## config.mk

```make
export PLATFORM = sky130hd
export DESIGN_NAME = dmem_lane_arbiter
export DESIGN_NICKNAME = d
export VERILOG_FILES = /design/src/rtl/dmem_pkg.sv /design/src/rtl/dmem_rd_return.sv /design/src/rtl/dmem_lane_arbiter.sv
export SDC_FILE = /design/constraint.sdc
export NUM_CORES = 1
export LEC_CHECK = 0
export CORE_ASPECT_RATIO = 1.2
export CORE_MARGIN = 1
export CORE_UTILIZATION = 38
export CTS_BUF_LIST = sky130_fd_sc_hd__clkbuf_16
export CTS_CLUSTER_DIAMETER = 60
export DETAILED_ROUTE_END_ITERATION = 10
export PLACE_DENSITY_LB_ADDON = 0.25
export SLEW_MARGIN = 15
export SYNTH_ARGS = -nofsm -noshare
export SYNTH_HDL_FRONTEND = slang
export SYNTH_HIERARCHICAL = 1
export SYNTH_SLANG_ARGS = --single-unit
```

## constraint.sdc

```tcl
create_clock -name clk -period 5.2 [get_ports clk]
set_input_delay 0.78 -clock clk [delete_from_list [all_inputs] [get_ports clk]]
set_output_delay 0.78 -clock clk [all_outputs]
set_load 0.01 [all_outputs]
```

## src/rtl/dmem_pkg.sv

```systemverilog
// Shared types and defaults for the data-memory port A arbiter.
// Optional write protection is enabled with DMEM_WRITE_PROTECT_EN.
package dmem_pkg;

  localparam int LANES      = 4;
  localparam int ADDR_W     = 12;
  localparam int DATA_W     = LANES * 8;
  localparam int MAX_WAIT_D = 8;

  typedef enum logic [1:0] {
    IDLE = 2'd0,
    CPU  = 2'd1,
    DBG  = 2'd2
  } arb_state_e;

  typedef enum logic {
    OWN_CPU = 1'b0,
    OWN_DBG = 1'b1
  } owner_e;

endpackage

```

## src/rtl/dmem_rd_return.sv

```systemverilog
// Read return path: one-cycle rvalid/owner pipe and per-requester
// read-data hold registers with same-cycle bypass of the lane RAM data.
module dmem_rd_return
  import dmem_pkg::*;
#(
  parameter int DATA = DATA_W
) (
  input  logic            clk,
  input  logic            rst,
  input  logic            rd_acc,
  input  owner_e          rd_owner,
  input  logic [DATA-1:0] ram_rdata,
  output logic            cpu_rvalid,
  output logic [DATA-1:0] cpu_rdata,
  output logic            dbg_rvalid,
  output logic [DATA-1:0] dbg_rdata
);

  logic            pend_q, pend_d;
  owner_e          own_q, own_d;
  logic [DATA-1:0] cpu_hold_q, cpu_hold_d;
  logic [DATA-1:0] dbg_hold_q, dbg_hold_d;

  always_comb begin
    pend_d = rd_acc;
    own_d  = rd_acc ? rd_owner : own_q;
  end

  assign cpu_rvalid = pend_q && (own_q == OWN_CPU);
  assign dbg_rvalid = pend_q && (own_q == OWN_DBG);

  // RAM data is only valid during the rvalid cycle; hold it afterwards.
  assign cpu_rdata = cpu_rvalid ? ram_rdata : cpu_hold_q;
  assign dbg_rdata = dbg_rvalid ? ram_rdata : dbg_hold_q;

  always_comb begin
    cpu_hold_d = cpu_rdata;
    dbg_hold_d = dbg_rdata;
  end

  always_ff @(posedge clk or posedge rst) begin
    if (rst) begin
      pend_q     <= 1'b0;
      own_q      <= OWN_CPU;
      cpu_hold_q <= '0;
      dbg_hold_q <= '0;
    end else begin
      pend_q     <= pend_d;
      own_q      <= own_d;
      cpu_hold_q <= cpu_hold_d;
      dbg_hold_q <= dbg_hold_d;
    end
  end

endmodule

```

## src/rtl/dmem_lane_arbiter.sv

```systemverilog
// CPU / debug arbiter for data-memory port A (four byte-lane RAMs).
// Define DMEM_WRITE_PROTECT_EN to block CPU writes below PROT_TOP.
module dmem_lane_arbiter
  import dmem_pkg::*;
#(
  parameter int              ADDR     = ADDR_W,
  parameter int              DATA     = DATA_W,
  parameter int              MAX_WAIT = MAX_WAIT_D,
  parameter logic [ADDR-1:0] PROT_TOP = 'h100
) (
  input  logic             clk,
  input  logic             rst,
  input  logic             cpu_req,
  input  logic             cpu_we,
  input  logic [ADDR-1:0]  cpu_addr,
  input  logic [LANES-1:0] cpu_be,
  input  logic [DATA-1:0]  cpu_wdata,
  output logic             cpu_gnt,
  output logic             cpu_rvalid,
  output logic [DATA-1:0]  cpu_rdata,
  input  logic             dbg_req,
  input  logic             dbg_we,
  input  logic [ADDR-1:0]  dbg_addr,
  input  logic [LANES-1:0] dbg_be,
  input  logic [DATA-1:0]  dbg_wdata,
  input  logic             dbg_lock,
  output logic             dbg_gnt,
  output logic             dbg_rvalid,
  output logic [DATA-1:0]  dbg_rdata,
  output logic             ram_ce,
  output logic [LANES-1:0] ram_we,
  output logic [ADDR-1:0]  ram_addr,
  output logic [DATA-1:0]  ram_wdata,
  input  logic [DATA-1:0]  ram_rdata,
  output logic             prot_err
);

  localparam int            CW   = $clog2(MAX_WAIT + 1);
  localparam logic [CW-1:0] CMAX = CW'(MAX_WAIT);

  arb_state_e    state_q, state_d;
  logic [CW-1:0] wcnt_q, wcnt_d;
  logic          force_dbg;
  logic          rd_acc;
  owner_e        rd_owner;

  always_ff @(posedge clk or posedge rst) begin
    if (rst) begin
      state_q <= IDLE;
      wcnt_q  <= '0;
    end else begin
      state_q <= state_d;
      wcnt_q  <= wcnt_d;
    end
  end

  // Grants are combinational; reset masks them so outputs drop at once.
  always_comb begin
    force_dbg = dbg_req && (wcnt_q == CMAX);
    cpu_gnt   = 1'b0;
    dbg_gnt   = 1'b0;
    case (state_q)
      DBG: begin
        dbg_gnt = dbg_req;
        cpu_gnt = cpu_req && !dbg_req && !dbg_lock;
      end
      default: begin
        cpu_gnt = cpu_req && !force_dbg;
        dbg_gnt = dbg_req && !cpu_gnt;
      end
    endcase
    if (rst) begin
      cpu_gnt = 1'b0;
      dbg_gnt = 1'b0;
    end
  end

  always_comb begin
    state_d = state_q;
    case (state_q)
      DBG: begin
        if (dbg_lock)     state_d = DBG;
        else if (cpu_gnt) state_d = CPU;
        else              state_d = IDLE;
      end
      default: begin
        if (cpu_gnt)      state_d = CPU;
        else if (dbg_gnt) state_d = DBG;
        else              state_d = IDLE;
      end
    endcase
  end

  always_comb begin
    wcnt_d = wcnt_q;
    if (dbg_gnt)
      wcnt_d = '0;
    else if (dbg_req && (wcnt_q != CMAX))
      wcnt_d = wcnt_q + 1'b1;
  end

  always_comb begin
    ram_ce    = cpu_gnt || dbg_gnt;
    ram_we    = '0;
    ram_addr  = '0;
    ram_wdata = '0;
    if (cpu_gnt) begin
      ram_addr  = cpu_addr;
      ram_wdata = cpu_wdata;
      ram_we    = cpu_be & {LANES{cpu_we}};
    end else if (dbg_gnt) begin
      ram_addr  = dbg_addr;
      ram_wdata = dbg_wdata;
      ram_we    = dbg_be & {LANES{dbg_we}};
    end
`ifdef DMEM_WRITE_PROTECT_EN
    if (cpu_gnt && cpu_we && (cpu_addr < PROT_TOP))
      ram_we = '0;
`endif
  end

`ifdef DMEM_WRITE_PROTECT_EN
  logic prot_err_q, prot_err_d;

  always_comb begin
    prot_err_d = prot_err_q;
    if (cpu_gnt && cpu_we && (cpu_addr < PROT_TOP))
      prot_err_d = 1'b1;
  end

  always_ff @(posedge clk or posedge rst) begin
    if (rst) prot_err_q <= 1'b0;
    else     prot_err_q <= prot_err_d;
  end

  assign prot_err = prot_err_q;
`else
  assign prot_err = 1'b0;
`endif

  assign rd_acc   = (cpu_gnt && !cpu_we) || (dbg_gnt && !dbg_we);
  assign rd_owner = dbg_gnt ? OWN_DBG : OWN_CPU;

  dmem_rd_return #(
    .DATA(DATA)
  ) u_rd_return (
    .clk       (clk),
    .rst       (rst),
    .rd_acc    (rd_acc),
    .rd_owner  (rd_owner),
    .ram_rdata (ram_rdata),
    .cpu_rvalid(cpu_rvalid),
    .cpu_rdata (cpu_rdata),
    .dbg_rvalid(dbg_rvalid),
    .dbg_rdata (dbg_rdata)
  );

endmodule
```

# == After elaboration in Yosys (flattened, before gate mapping) ==
# Cells that the tools add are included.
# W data, S select, Z words.
# word_totals
register_bits,72
in_bits,135
output_inout_bits,118
# classes
add_sub_neg,1
eq_ne,3
n_mux,20
bitwise,3
reduce_logical,19
# op_table
op,n
$mux W32,4
$mux W12,2
$mux W4,4
$logic_and A1 B1 Y1,10
$and A4 B4 Y4,2
$mux W2,4
$logic_not A1 Y1,6
$mux W1,6
$add A4 B1 Y4 const B,1
$eq A4 B4 Y1 const B,1
$ne A4 B4 Y1 const B,1
$eq A2 B2 Y1 const B,1
$logic_or A1 B1 Y1,2
$reduce_bool A2 Y1,1
$not A1 Y1,1

# == Longest topological paths before layout ==
# Gate-level depths: netlist of run 1.
# depth
depth_word,11
depth_mapped,7

# == By module ==
# Netlist of run 1, hierarchy kept.
# by_module_without_submodules
module,instances,cells_each,area_per_inst_um2
dmem_rd_return,1,143,2610.0
dmem_lane_arbiter,1,104,996.0

# == Least setup slack after synthesis of run 1 ==
# No wires, ideal clock.
# synth_timing
kind,in2out
startpoint,input port dbg_req
endpoint,output port ram_wdata[20]
arrival_ps,1777
required_ps,4420
setup_slack_ps,2643
path_stages,4
n_path_buf,1
cell_sequence,or3b_1 -> o32ai_4 -> buf_6 -> a22o_1
# synth_via
word_cells_on_any_way,14
# synth_rtl
element,line,text
"start, declared",dmem_lane_arbiter.sv:21,"input logic dbg_req,"
$logic_and A1 B1 Y1 / $logic_not A1 Y1 (equally long branches),"dmem_lane_arbiter.sv:59, dmem_lane_arbiter.sv:65",
$logic_not A1 Y1 / $logic_and A1 B1 Y1 (equally long branches),"dmem_lane_arbiter.sv:68, dmem_lane_arbiter.sv:65",
$logic_and A1 B1 Y1 (on tied branches),"dmem_lane_arbiter.sv:68, dmem_lane_arbiter.sv:65",
$mux W1 (*),dmem_lane_arbiter.sv:62,case (state_q)
$mux W1 (*),dmem_lane_arbiter.sv:72,if (rst) begin
net cpu_gnt,dmem_lane_arbiter.sv:18,"output logic cpu_gnt,"
$mux W32 (*),dmem_lane_arbiter.sv:107,if (cpu_gnt) begin
"end, declared",dmem_lane_arbiter.sv:33,"output logic [DATA-1:0] ram_wdata,"
# The timed path passes the listed nets; every way through them passes the cells marked *.

# == Final worst setup path of run 1 ==
# layout_timing
startpoint,input port dbg_req
endpoint,output port ram_we[3]
# layout_via
elab_chain_cells,9
word_cells_on_any_way,14
# layout_rtl
element,line,text
$logic_and A1 B1 Y1,dmem_lane_arbiter.sv:59,force_dbg = dbg_req && (wcnt_q == CMAX);
$logic_not A1 Y1,dmem_lane_arbiter.sv:68,cpu_gnt = cpu_req && !force_dbg;
$logic_and A1 B1 Y1,dmem_lane_arbiter.sv:68,
$logic_not A1 Y1,dmem_lane_arbiter.sv:69,dbg_gnt = dbg_req && !cpu_gnt;
$logic_and A1 B1 Y1,dmem_lane_arbiter.sv:69,
$mux W1,dmem_lane_arbiter.sv:62,
$mux W1,dmem_lane_arbiter.sv:72,
$mux W4,dmem_lane_arbiter.sv:111,end else if (dbg_gnt) begin
$mux W4 (*),dmem_lane_arbiter.sv:107,
"end, declared",dmem_lane_arbiter.sv:31,"output logic [LANES-1:0] ram_we,"
# Mark *: on every way between the ends. The rest lies on a longest branch, timed or not.

==> flow_summary.json, run 1 <==
{
  "post_cts_buffers": 0,
  "min_path_type": "register to register",
  "setup_ws_ns": 1.182,
  "firstDrtPassIters": 4,
  "yosysSeqAreaShare": 0.4997,
  "ff2ff_path_depth": 6,
  "p_seq_frac": 0.317,
  "syn_avg_cell_area_sq_um": 14.60,
  "fin_crit_ns": 4.018,
  "grt_pass1_wl_um": 17030,
  "drc_errors": 0,
  "path_class": "primary input to output port",
  "cts_tree": "yes",
  "fin_skew_ns": 0.006769,
  "cp-end-kind": "output port",
  "wl_per_cell_um": 18.25,
  "finalHoldViolCount": 0,
  "rows": 38,
  "outcome": "completed",
  "viasPerCell": 4.973,
  "clock-sinks": 72,
  "hold_depth": 1,
  "cts_resized": 0,
  "dieArea_sq_um": 9884,
  "ctsHtreeMaxLevel": 3,
  "postRouteAntennaNets": 0,
  "chipWidth_um": 90.93,
  "ff_latch_area_sq_um": 1802,
  "syn_to_final_growth_pct": 77.10,
  "grt_max_degree": 43,
  "nNetsFinal": 632,
  "total_power_uw": 2719,
  "max_freq_mhz": 248.9,
  "yosysWarnings": 6,
  "crit_path_max_fanout": 32,
  "gr-total-overflow": 0,
  "combPwrFrac": 0.471,
  "dp_slack_ns": 1.170,
  "tightest_slew_ns": 0.8678,
  "hpwl_um": 9053,
  "place.port_buffers": 251,
  "root_buffer": "clkbuf_16",
  "p_clk_frac": 0.213,
  "top_level_ports": 253,
  "switching_power_uw": 766.4,
  "r2r-start": "wcnt_q[0]$_DFFE_PP0P_",
  "drive_above_1_share": 0.1780,
  "clock_latency_ns": 0.33,
  "synth-seq-cells": 72,
  "cts.path.max_buffers": 2,
  "syn_inst": 247,
  "p_int_uw": 1953,
  "required_ns": 4.42,
  "rsz0062_at_grt": "false",
  "initialDrtViolationCount": 66,
  "wirelength_um": 11320,
  "synth_nets": 384,
  "regToRegEndpoint": "u_rd_return/own_q$_DFFE_PP0P_",
  "multi_input_area_sq_um": 1564,
  "design.core.area_sq_um": 9129,
  "critPathLaunchType": "primary input",
  "p_per_area_nw_per_um2": 425.8,
  "utilization": 0.6996,
  "die_y_um": 108.7,
  "cts_buffers": 9,
  "setup_viol_count_final": 0,
  "whs_ns": 0.4904,
  "cellLeakagePower_uw": 0.002772,
  "finalMaxSlewViolations": 0,
  "cp-endpoint": "ram_we[3]",
  "grt_pass1_vias": 3265,
  "cp_data_arrival_time_ns": 3.24,
  "grtUsageTotal": 0.2292,
  "place_congestion": 0.7971,
  "drv_cap": 0,
  "n_antenna_cell": 0,
  "relSlewSlack": 0.4194,
  "syn-cell-area_sq_um": 3606,
  "vias": 3083,
  "finalCritPeriodShare": 0.7727,
  "ys_types": 33,
  "cts.clk_slew.worst_paths_ns": 0.05,
  "crit_start": "dbg_req",
  "fillers": 695,
  "grt_antenna_before_repair": 0,
  "peakVddDrop_mv": 0.2073,
  "setup-tns-final_ns": 0,
  "hold_buffers": 0,
  "rrSetupSlack_ns": 2.81,
  "sw_frac_of_total": 0.2818,
  "start_util": 0.3950
}
==> metal layers <==
layer,wire length (um),global-route usage,vias to the layer above
li1,-,-,1418
met1,4405,0.2645,1482
met2,5714,0.3918,163
met3,911,0.07183,20
met4,285,0.1043,0
met5,0,0,-
==> layout by cell type, fill, tap and decap left out, types with 2 or more instances in the layout <==
cell,synthesis,layout
a21oi_1,3,3
a22o_1,45,45
a32o_1,4,4
and2_1,4,4
buf_4,1,3
clkbuf_16,0,9
clkdlybuf4s50_1,0,251
clkinv_1,0,2
dfrtp_1,72,72
ha_1,2,2
inv_1,9,11
mux2_2,36,36
mux2_4,29,29
nand2_1,2,2
nand2b_1,2,2
nand3_1,2,2
o21ai_0,2,2
==> Yosys cell counts (all sizes together) <==
cell    instances  area [sq um]
a21o            2         16.27
a21oi           3         15.01
a22o           45         394.1
a311oi          1         26.28
a32o            4         40.04
and2            4         25.02
and2b           1         8.760
and3b           2         18.77
buf            15         165.2
clkbuf          3         41.29
conb            1         3.750
dfrtp          72          1802
ha              2         25.02
inv             9         33.78
mux2           65         840.8
nand2           3         13.77
nand2b          3         26.27
nand3           2         10.01
nand3b          1         20.02
nand4           1         6.260
nor2            1         3.750
o21ai           2         10.01
o32ai           2         36.29
or3             1         6.260
or3b            1         8.760
xor2            1         8.760
==> cell families after synthesis <==
group / count (synthesis) / synth area share
flops: 72 / 0.4997
mux: 65 / 0.2332
compound gates: 59 / 0.1492
buf+inv: 27 / 0.06662
simple gates: 20 / 0.04095
fa+ha+maj: 2 / 0.006939
other cells: 1 / 0.001040
xor+xnor: 1 / 0.002429
==> flip-flops by register name, summed over array words and instances (netlist names) <==
name / count
u_rd_return/cpu_hold_q: 32
u_rd_return/own_q: 1
wcnt_q: 4
u_rd_return/pend_q: 1
state_q: 2
u_rd_return/dbg_hold_q: 32
==> power by group through the flow <==
stage               clock network [uW]  registers (uW)  logic, uW
global placement                     0             855       1270
CTS                                595             862       1300
detailed placement                   0             870       1290
global route                       616             883       1360
finish                             578             861       1280
floorplan                            0             844        609
==> worst max-delay path: stages <==
cell and delay, ns:
clkdlybuf4s50_1 0.52, or3b_1 0.48, o32ai_4 0.44, buf_12 0.27, a32o_1 0.18, clkdlybuf4s50_1 0.56
==> worst min path at each step <==
stage / endpoint / startpoint
floorplan: u_rd_return/cpu_hold_q[10]$_DFF_PP0_ / u_rd_return/cpu_hold_q[10]$_DFF_PP0_
global placement: u_rd_return/cpu_hold_q[3]$_DFF_PP0_ / u_rd_return/cpu_hold_q[3]$_DFF_PP0_
detailed placement: u_rd_return/cpu_hold_q[30]$_DFF_PP0_ / u_rd_return/cpu_hold_q[30]$_DFF_PP0_
CTS: u_rd_return/cpu_hold_q[5]$_DFF_PP0_ / u_rd_return/cpu_hold_q[5]$_DFF_PP0_
global route: u_rd_return/cpu_hold_q[23]$_DFF_PP0_ / u_rd_return/cpu_hold_q[23]$_DFF_PP0_
finish: u_rd_return/cpu_hold_q[5]$_DFF_PP0_ / u_rd_return/cpu_hold_q[5]$_DFF_PP0_
==> per-stage QoR <==
step	std cells	instance area, sq um
6_report	620	6386
5_1_grt	620	6386
4_1_cts	620	6386
3_5_place_dp	604	6105
3_3_place_gp	604	6105
2_1_floorplan	247	3606
==> area by class of cell <==
| class | instances | area share |
|---|---|---|
| timing repair buffer | 255 | 0.4001 |
| sequential | 72 | 0.2821 |
| multi-input combinational | 148 | 0.2449 |
| clock buffer | 9 | 0.03527 |
| tap | 120 | 0.02351 |
| clock inverter | 7 | 0.008817 |
| inverter | 9 | 0.005290 |
(Power assumes the default switching activity.)
==> run 2: changes to the inputs <==
- CORE_UTILIZATION: 38 -> 35
- clock period: 5.2 -> 3.82 ns (I/O delays scaled with it)
==> flow_summary.json, run 2 (synthesized netlist as in run 1, its figures left out) <==
{
  "outcome": "completed",
  "switching_power_uw": 1041,
  "fin_skew_ns": 0.006967,
  "cp-end-kind": "output port",
  "fin_crit_ns": 3.416,
  "rsz0062_at_grt": "false",
  "drv_cap": 0,
  "crit_start": "dbg_req",
  "clock-sinks": 72,
  "wl_per_cell_um": 18.40,
  "hold_depth": 1,
  "min_path_type": "register to register",
  "setup-tns-final_ns": 0,
  "p_seq_frac": 0.316,
  "cts.path.max_buffers": 2,
  "gr-total-overflow": 0,
  "start_util": 0.3602,
  "rrSetupSlack_ns": 1.61,
  "multi_input_area_sq_um": 1564,
  "total_power_uw": 3699,
  "p_per_area_nw_per_um2": 578.2,
  "cts_buffers": 9,
  "p_clk_frac": 0.212,
  "drc_errors": 0,
  "grtUsageTotal": 0.2157,
  "min_to": "u_rd_return/cpu_hold_q[18]$_DFF_PP0_",
  "critPathLaunchType": "primary input",
  "initialDrtViolationCount": 60,
  "post_cts_buffers": 0,
  "place_congestion": 0.8485,
  "regToRegEndpoint": "u_rd_return/own_q$_DFFE_PP0P_",
  "chipWidth_um": 94.66,
  "top_regs": "u_rd_return/cpu_hold_q: 32 flops, u_rd_return/dbg_hold_q: 32 flops, wcnt_q: 4 flops",
  "viasPerCell": 4.919,
  "ff2ff_path_depth": 7,
  "cts.clk_slew.worst_paths_ns": 0.05,
  "nNetsFinal": 633,
  "grt_pass1_vias": 3207,
  "syn_to_final_growth_pct": 77.45,
  "die_y_um": 113.2,
  "mostFrequentLayoutCells": "clkdlybuf4s50_1, dfrtp_1, a22o_1",
  "top_level_ports": 253,
  "tightest_slew_ns": 1.031,
  "crit_top_cell": "clkdlybuf4s50_1",
  "n_antenna_cell": 0,
  "final_common_cell": "clkdlybuf4s50_1",
  "ctsHtreeMaxLevel": 3,
  "grt_antenna_before_repair": 0,
  "p_int_uw": 2659,
  "cts_tree": "yes",
  "drive_above_1_share": 0.1820,
  "design.core.area_sq_um": 10010,
  "dieArea_sq_um": 10710,
  "sw_frac_of_total": 0.2814,
  "combPwrFrac": 0.472,
  "clock_latency_ns": 0.33,
  "peakVddDrop_mv": 0.2459,
  "crit_path_max_fanout": 28,
  "setup_viol_count_final": 0,
  "relSlewSlack": 0.3114,
  "hold_start": "u_rd_return/cpu_hold_q[18]$_DFF_PP0_",
  "hpwl_um": 9152,
  "cp_data_arrival_time_ns": 2.84,
  "finalCritPeriodShare": 0.8942,
  "postRouteAntennaNets": 0,
  "finalMaxSlewViolations": 0,
  "r2r-start": "wcnt_q[0]$_DFFE_PP0P_",
  "postLayoutCellArea_sq_um": 6399,
  "ff_latch_area_sq_um": 1802,
  "fillers": 817,
  "cellLeakagePower_uw": 0.002773,
  "placed_area_sq_um": 6120,
  "grt_max_degree": 57,
  "cp_slowest_stage_delay_ns": 0.59,
  "rows": 40,
  "path_class": "primary input to output port",
  "vias": 3079,
  "hold_buffers": 0,
  "finalHoldViolCount": 0,
  "required_ns": 3.25,
  "wirelength_um": 11520,
  "cp_slowest_cell": "clkdlybuf4s50_1",
  "root_buffer": "clkbuf_16",
  "cts_resized": 0,
  "firstDrtPassIters": 4,
  "place.port_buffers": 251,
  "grt_pass1_wl_um": 17030,
  "max_freq_mhz": 292.7,
  "cp_cell_sequence": "clkdlybuf4s50_1, or3b_1, o32ai_4, buf_4, a22o_1, clkdlybuf4s50_1"
}
[run 2: changes by cell type in the layout (fill, tap and decap cells not counted)]
| cell | delta |
|---|---|
| buf_4 | +1 |
| clkinv_2 | +1 |
| clkinv_1 | -1 |
| inv_1 | -1 |
[run 2: worst max path at each step]
stage	end	slack, ns	cells past startpoint
floorplan	u_rd_return/cpu_hold_q[0]$_DFF_PP0_	1.59	1
global placement	ram_addr[11]	0.44	6
detailed placement	ram_addr[11]	0.40	6
CTS	ram_addr[11]	0.39	6
global route	ram_addr[9]	0.31	6
finish	ram_addr[11]	0.40	6
[run 2: power groups by stage]
stage	clock [uW]	sequential, uW	combinational [uW]
after detailed placement	0	1180	1760
after floorplan	0	1150	828
after global routing	848	1200	1860
after global placement	0	1160	1730
final	784	1170	1750
after CTS	815	1170	1770
[run 2: layout make-up]
class | instances | area share
flip-flops and latches | 72 | 0.2816
repair buffers | 256 | 0.4005
multi-input cells | 148 | 0.2444
clock buffers | 9 | 0.03520
clock inverters | 6 | 0.008408
inverters | 9 | 0.005280
well taps | 126 | 0.02464
[run 2: critical path: cells and delay by family]
kind / cells / cell delay (ns)
and+or+nand+nor: 1 / 0.48
buffers and inverters: 3 / 1.45
AOI/OAI and AO/OA: 2 / 0.34
[run 2: per-layer routing]
metal | wire [um] | track usage | vias up
met5 | 0 | 0 | -
li1 | - | - | 1413
met3 | 967 | 0.07056 | 18
met2 | 5993 | 0.3799 | 159
met4 | 251 | 0.08283 | 0
met1 | 4306 | 0.2366 | 1489
[run 2: per-stage QoR]
stage | util | hold WS [ns] | std cells | setup slack [ns]
final | 0.6393 | 0.4869 | 626 | 0.4040
after global routing | 0.6393 | 0.4995 | 626 | 0.3082
after CTS | 0.6393 | 0.4910 | 626 | 0.3950
after detailed placement | 0.6114 | 0.4774 | 611 | 0.4039
after global placement | 0.6114 | 0.4751 | 611 | 0.4352
after floorplan | - | 0.3723 | 247 | 1.592
